[config.mk]
export PLATFORM = sky130hd
export DESIGN_NAME = pipe_accum
export DESIGN_NICKNAME = d
export VERILOG_FILES = /design/src/rtl/pipe_accum_pkg.sv /design/src/rtl/pipe_accum_fifo.sv /design/src/rtl/pipe_accum.sv
export SDC_FILE = /design/constraint.sdc
export NUM_CORES = 1
export LEC_CHECK = 0
export ABC_CLOCK_PERIOD_IN_PS = 3430
export CORE_UTILIZATION = 30
export CTS_CLUSTER_SIZE = 8
export DETAILED_ROUTE_END_ITERATION = 10
export MAX_ROUTING_LAYER = met4
export PLACE_DENSITY = 0.57
export SLEW_MARGIN = 30
export SYNTH_ARGS = -nofsm -noshare
export SYNTH_HDL_FRONTEND = slang
export SYNTH_SLANG_ARGS = --single-unit
[constraint.sdc]
create_clock -name sys_clk -period 3.43 [get_ports sys_clk]
set_input_delay 0.5145 -clock sys_clk [delete_from_list [all_inputs] [get_ports sys_clk]]
set_output_delay 0.5145 -clock sys_clk [all_outputs]
set_load 0.02 [all_outputs]
[src/rtl/pipe_accum_pkg.sv]
// pipe_accum_pkg: shared types and default constants for the frame accumulator.
package pipe_accum_pkg;

  // Frame accumulator control states
  typedef enum logic [1:0] {
    IDLE = 2'd0,
    ACC  = 2'd1,
    HOLD = 2'd2
  } state_t;

  // One input beat: tag [24], data [23:8], lo8 [7:0]
  typedef struct packed {
    logic        tag;
    logic [15:0] data;
    logic [7:0]  lo8;
  } beat_t;

  localparam int DEF_SUM_W     = 20;
  localparam int DEF_MAX_BEATS = 16;

endpackage

[src/rtl/pipe_accum_fifo.sv]
// pipe_accum_fifo: 2-entry beat buffer between the input handshake and the accumulator.
// The read port is a plain mux of the head entry, so a beat pushed at one edge
// can be popped at the very next edge.
module pipe_accum_fifo
  import pipe_accum_pkg::*;
(
  input  logic  clk,
  input  logic  rst_n,
  input  logic  push,
  input  beat_t wr_data,
  input  logic  pop,
  output beat_t rd_data,
  output logic  full,
  output logic  empty
);

  beat_t      mem [2];
  logic       wr_ptr_reg;
  logic       rd_ptr_reg;
  logic [1:0] cnt_reg;
  logic       do_push;
  logic       do_pop;

  assign full    = (cnt_reg == 2'd2);
  assign empty   = (cnt_reg == 2'd0);
  assign do_push = push && !full;
  assign do_pop  = pop && !empty;
  assign rd_data = mem[rd_ptr_reg];

  // Storage write; contents are meaningless while the count says empty
  always_ff @(posedge clk) begin
    if (do_push) begin
      mem[wr_ptr_reg] <= wr_data;
    end
  end

  // Pointer and occupancy bookkeeping; reset empties the buffer immediately
  always_ff @(posedge clk or negedge rst_n) begin
    if (!rst_n) begin
      wr_ptr_reg <= 1'b0;
      rd_ptr_reg <= 1'b0;
      cnt_reg    <= 2'd0;
    end else begin
      if (do_push) wr_ptr_reg <= ~wr_ptr_reg;
      if (do_pop)  rd_ptr_reg <= ~rd_ptr_reg;
      case ({do_push, do_pop})
        2'b10:   cnt_reg <= cnt_reg + 2'd1;
        2'b01:   cnt_reg <= cnt_reg - 2'd1;
        default: cnt_reg <= cnt_reg;
      endcase
    end
  end

endmodule

[src/rtl/pipe_accum.sv]
// pipe_accum: sums in_data, counts beats and XOR-folds in_lo8 per frame.
// A frame closes on a tagged beat or after MAX_BEATS beats; the result is held
// until the downstream handshake. Define PIPE_ACCUM_OVF_EN to add the out_ovf
// carry-out flag; without it the sum wraps silently.
module pipe_accum
  import pipe_accum_pkg::*;
#(
  parameter int MAX_BEATS = DEF_MAX_BEATS,
  parameter int SUM_W     = DEF_SUM_W
) (
  input  logic             sys_clk,
  input  logic             sys_rst_n,
  input  logic             in_valid,
  output logic             in_ready,
  input  logic             in_tag,
  input  logic [15:0]      in_data,
  input  logic [7:0]       in_lo8,
  output logic             out_valid,
  input  logic             out_ready,
  output logic [SUM_W-1:0] out_sum,
  output logic [4:0]       out_count,
  output logic [7:0]       out_xor8
`ifdef PIPE_ACCUM_OVF_EN
  ,
  output logic             out_ovf
`endif
);

  state_t           state_reg;
  logic [SUM_W-1:0] sum_reg;
  logic [4:0]       count_reg;
  logic [7:0]       xor_reg;
  logic             valid_reg;

  beat_t            wr_beat;
  beat_t            head;
  logic             fifo_full;
  logic             fifo_empty;
  logic             pop;

  logic [SUM_W-1:0] base_sum;
  logic [4:0]       base_count;
  logic [7:0]       base_xor;
  logic [SUM_W-1:0] data_ext;
  logic [SUM_W-1:0] sum_next;
  logic [4:0]       count_next;
  logic [7:0]       xor_next;
  logic             close;

  assign wr_beat  = '{tag: in_tag, data: in_data, lo8: in_lo8};
  assign in_ready = !fifo_full;
  // Pops are frozen while a result is waiting for the downstream handshake
  assign pop      = (state_reg != HOLD) && !fifo_empty;

  pipe_accum_fifo u_fifo (
    .clk     (sys_clk),
    .rst_n   (sys_rst_n),
    .push    (in_valid),
    .wr_data (wr_beat),
    .pop     (pop),
    .rd_data (head),
    .full    (fifo_full),
    .empty   (fifo_empty)
  );

  // Next frame values: a pop from IDLE starts from a cleared accumulator
  always_comb begin
    data_ext       = '0;
    data_ext[15:0] = head.data;
    base_sum       = (state_reg == IDLE) ? '0 : sum_reg;
    base_count     = (state_reg == IDLE) ? 5'd0 : count_reg;
    base_xor       = (state_reg == IDLE) ? 8'd0 : xor_reg;
    count_next     = base_count + 5'd1;
    xor_next       = base_xor ^ head.lo8;
    close          = head.tag || (count_next == 5'(MAX_BEATS));
  end

`ifdef PIPE_ACCUM_OVF_EN
  logic [SUM_W:0] sum_ext;
  logic           ovf_reg;
  logic           ovf_next;

  // Carry-out of each add is sticky for the rest of the frame
  always_comb begin
    sum_ext  = {1'b0, base_sum} + {1'b0, data_ext};
    sum_next = sum_ext[SUM_W-1:0];
    ovf_next = ((state_reg == IDLE) ? 1'b0 : ovf_reg) | sum_ext[SUM_W];
  end

  assign out_ovf = ovf_reg;

  // Overflow flag tracks the frame alongside the accumulator
  always_ff @(posedge sys_clk or negedge sys_rst_n) begin
    if (!sys_rst_n) begin
      ovf_reg <= 1'b0;
    end else if (pop) begin
      ovf_reg <= ovf_next;
    end
  end
`else
  // Plain modular add
  always_comb begin
    sum_next = base_sum + data_ext;
  end
`endif

  assign out_valid = valid_reg;
  assign out_sum   = sum_reg;
  assign out_count = count_reg;
  assign out_xor8  = xor_reg;

  // Frame FSM with registered result; accumulator doubles as the output register
  always_ff @(posedge sys_clk or negedge sys_rst_n) begin
    if (!sys_rst_n) begin
      state_reg <= IDLE;
      sum_reg   <= '0;
      count_reg <= 5'd0;
      xor_reg   <= 8'd0;
      valid_reg <= 1'b0;
    end else begin
      case (state_reg)
        IDLE, ACC: begin
          if (pop) begin
            sum_reg   <= sum_next;
            count_reg <= count_next;
            xor_reg   <= xor_next;
            if (close) begin
              state_reg <= HOLD;
              valid_reg <= 1'b1;
            end else begin
              state_reg <= ACC;
            end
          end
        end
        HOLD: begin
          if (out_ready) begin
            state_reg <= IDLE;
            valid_reg <= 1'b0;
          end
        end
        default: begin
          state_reg <= IDLE;
          valid_reg <= 1'b0;
        end
      endcase
    end
  end

endmodule
==> summary.md <==
| Metric | Value |
|---|---|
| Run status | `complete, no violations` |
| Deepest clock path buffer count | `2` |
| GRT Overall Usage | `approximately 14%` |
| Setup Fix Bufs, Post-CTS | `0` |
| Core area | `between 0.01 and 0.015 sq mm` |
| EDFF count, synth | `50` |
| Max Cap Viol | `0` |
| First-pass GRT wire length | `approximately 16,000 um` |
| Largest Register | `u_fifo.mem` |
| TNS Setup | `0 ns` |
| Fin nets | `501` |
| Largest net degree at the start of global routing | `between 40 and 50` |
| Post-layout util | `between 30% and 40%` |
| Worst Setup End Kind | `flop` |
| Vias in the first global route | `3,079` |
| Via/cell ratio | `approximately 4.7` |
| Worst Path Max Fanout | `25` |
| Wire length per cell | `15.10 um` |
| Worst Tran Pin Value | `between 0.8 and 0.9 ns` |
| Buffers on Ports | `63` |
| Seq pwr share | `between 30% and 40%` |
| Num CTS Buffers | `9` |
| Iteration-0 DRC count of the detailed router | `166` |
| Max reg flops | `50` |
| Post-route ant nets | `0` |
| RD Place Congestion | `0.8114` |
| Layout cell share with drive strength beyond 1 | `9.628%` |
| Internal power | `between 3 and 4 mW` |
| Hold Slack | `about 0.17 ns` |
| Die Width | `~120 um` |
| Max-slew violations | `0` |
| Relative slew slack | `approximately 42%` |
| Pwr per Cell Area | `about 1000 mW/mm^2` |
| Placement Cell Area | `between 0.005 and 0.006 sq mm` |
| Synthesized cell area | `0.004418 sq mm` |
| Hold buffers post-CTS | `0` |
| Switching Share | `40.80%` |
| Leak Pwr | `about 2.2 nW` |
| CP arrival | `between 3 and 4 ns` |
| Mean Syn Cell Area | `11.48 sq um` |
| TritonCTS clock tree | `yes` |
| Row count | `43` |
| CP Class | `flop to flop` |
| Clock tree sinks | `90` |
| Max frequency | `353.0 MHz` |
| Syn_nets | `between 400 and 500` |
| FF-to-FF setup slack | `between 0.5 and 0.6 ns` |
| Number of library cell types mapped by synthesis | `between 40 and 50` |
| Htree depth | `3` |
| I/O Pins | `64` |
| Overflow after GRT | `0` |
| Post-layout min period | `approximately 2.8 ns` |
| Switching power | `roughly 2.4 mW` |
| CTS resizes | `0` |
| Final instance area | `around 0.0056 sq mm` |
| Clk root buf | `clkbuf_16` |
| Starting Density | `between 30% and 40%` |
| Die Y | `approximately 120 um` |
| Crit share post-route | `82.59%` |
| Synth warn | `0` |
| Clk pwr share | `roughly 16%` |
| Initial antenna violation count | `0` |
| Hold Violations, Final | `0` |
| Final HPWL DP | `around 6800 um` |
| FF+latch count, synth | `90` |
| Most used flip-flop cell after synthesis | `edfxtp_1` |
| Clk Latency, worst-skew pair | `between 0.3 and 0.4 ns` |
| # diodes | `0` |
| Post-synthesis sequential area ratio | `a little under three fifths` |
| Critical Path RT | `3.64 ns` |
| Setup violations, final | `0` |
| Synth Instances | `between 300 and 400` |
| Total Routed Length | `slightly below 10,000 um` |
| Asr flop ratio synth | `roughly 44%` |
| # fillers | `approximately 1,400` |
| DRC Markers | `0` |
| Die area | `0.01522 sq mm` |
| Max Clock Skew | `between 0.005 and 0.006 ns` |
| RSZ-0062 raised after global routing | `false` |
| Gate power share | `53.3%` |
| DRT Pass-1 Iters | `4` |
| Vias | `around 3,000` |
| Area grow syn2layout | `25.97%` |
| Clock transition at path regs | `0.06 ns` |
| Min-Delay Path Class | `primary input to asynchronous set/reset pin` |
| Peak VDD IR | `slightly below 0.3 mV` |
| CP startpoint kind | `flop` |
worst max-delay path, cell delays in order (launching register included):
cell	delay, ns
dfrtp_1	0.44
nor2_1	0.21
buf_4	0.33
nor2b_1	0.09
ha_1	0.21
fa_1	0.41
nand3_1	0.12
nand3_1	0.11
a21oi_1	0.29
o31a_1	0.27
xor2_1	0.15
o21ai_0	0.08
synth_stat cells, types with 2 or more instances:
cell type  count  share of area (%)
o31a_1         2               0.40
nor2b_1       18                2.5
a21oi_1       19                2.2
and3_1         3               0.42
clkbuf_1       7               0.59
a21o_1         6                1.0
and2_1         3               0.42
nand3_1        6               0.68
nand4_1        4               0.57
nor2_1        29                2.5
o21a_1         2               0.34
xnor2_1       21                4.2
edfxtp_1      50                 34
nand2_1       56                4.8
a21oi_2        2               0.40
inv_1          4               0.34
mux2i_1        8                1.8
mux2_2        17                4.3
xor2_1         7                1.4
a31oi_1        3               0.42
o211ai_1       6                1.0
o21ai_1        4               0.45
ha_1          19                5.4
o21ai_0       24                2.7
dfrtp_1       40                 23
buf_2          4               0.45
o31ai_1        2               0.34
power groups by stage:
| stage | combinational [mW] | sequential [mW] | clock [mW] |
|---|---|---|---|
| after floorplan | 1.99 | 1.93 | 0 |
| after global placement | 3.06 | 1.79 | 0 |
| after detailed placement | 3.10 | 1.79 | 0 |
| after CTS | 3.12 | 1.78 | 0.966 |
| after global routing | 3.44 | 1.82 | 1.01 |
| final | 3.08 | 1.77 | 0.937 |
cell usage in the layout, fill, tap and decap left out, types with 10 or more instances in the layout:
| cell | n |
|---|---|
| dfrtp_1 | 40 |
| a21oi_1 | 19 |
| clkdlybuf4s50_1 | 62 |
| ha_1 | 19 |
| xnor2_1 | 21 |
| mux2_2 | 17 |
| clkbuf_16 | 10 |
| nor2b_1 | 18 |
| edfxtp_1 | 50 |
| nand2_1 | 56 |
| o21ai_0 | 23 |
| nor2_1 | 28 |
layer usage:
| metal | vias to the layer above | routed length (um) | GRT usage [%] |
|---|---|---|---|
| met3 | 13 | 264 | 3.090 |
| met5 | - | 0 | - |
| met4 | 0 | 144 | 4.970 |
| met1 | 1437 | 4628 | 18.17 |
| met2 | 46 | 4581 | 22.00 |
| li1 | 1515 | - | - |
final cells by class:
| type | instances | area, sq um | area share, % |
|---|---|---|---|
| flip-flops and latches | 90 | 2502 | 44.96 |
| multi-input cells | 278 | 1852 | 33.27 |
| repair buffers | 69 | 685.7 | 12.32 |
| clock buffers | 14 | 275.3 | 4.946 |
| well taps | 180 | 225.2 | 4.047 |
| inverters | 4 | 15.01 | 0.2698 |
| clock inverters | 2 | 10.01 | 0.1799 |
path summary, 6_finish.rpt:
check,start,to,depth (start not counted)
worst max-delay path,state_reg[1]$_DFFE_PN0P_,out_sum[14]$_DFFE_PN0P_,11
worst min-delay path,sys_rst_n,out_sum[6]$_DFFE_PN0P_,1
worst max register to register,state_reg[1]$_DFFE_PN0P_,out_sum[14]$_DFFE_PN0P_,11
worst min register to register,out_valid$_DFFE_PN0P_,out_valid$_DFFE_PN0P_,2
max in group asynchronous,sys_rst_n,out_sum[9]$_DFFE_PN0P_,1
min in group sys_clk,out_valid$_DFFE_PN0P_,out_valid$_DFFE_PN0P_,2
cell families (layout without fill, tap and decap cells):
kind of cell	after synthesis	count (layout)	share of synthesized area [%]
AND/OR/NAND/NOR	125	125	12.91
flip-flops	90	90	56.64
AO/OA/AOI/OAI	80	80	11.33
XOR/XNOR	28	28	5.551
multiplexers	25	25	6.146
adder cells (fa/ha/maj)	20	20	5.834
buffers and inverters	17	89	1.586
through the flow:
step                setup slack (ns)  total power [mW]  std cells
global placement              0.7629             4.853        621
CTS                           0.6340             5.857        637
floorplan                     0.6598             3.912        385
detailed placement            0.6413             4.888        621
finish                        0.5971             5.792        637
global route                  0.3482             6.271        637
(Power assumes the default switching activity.)
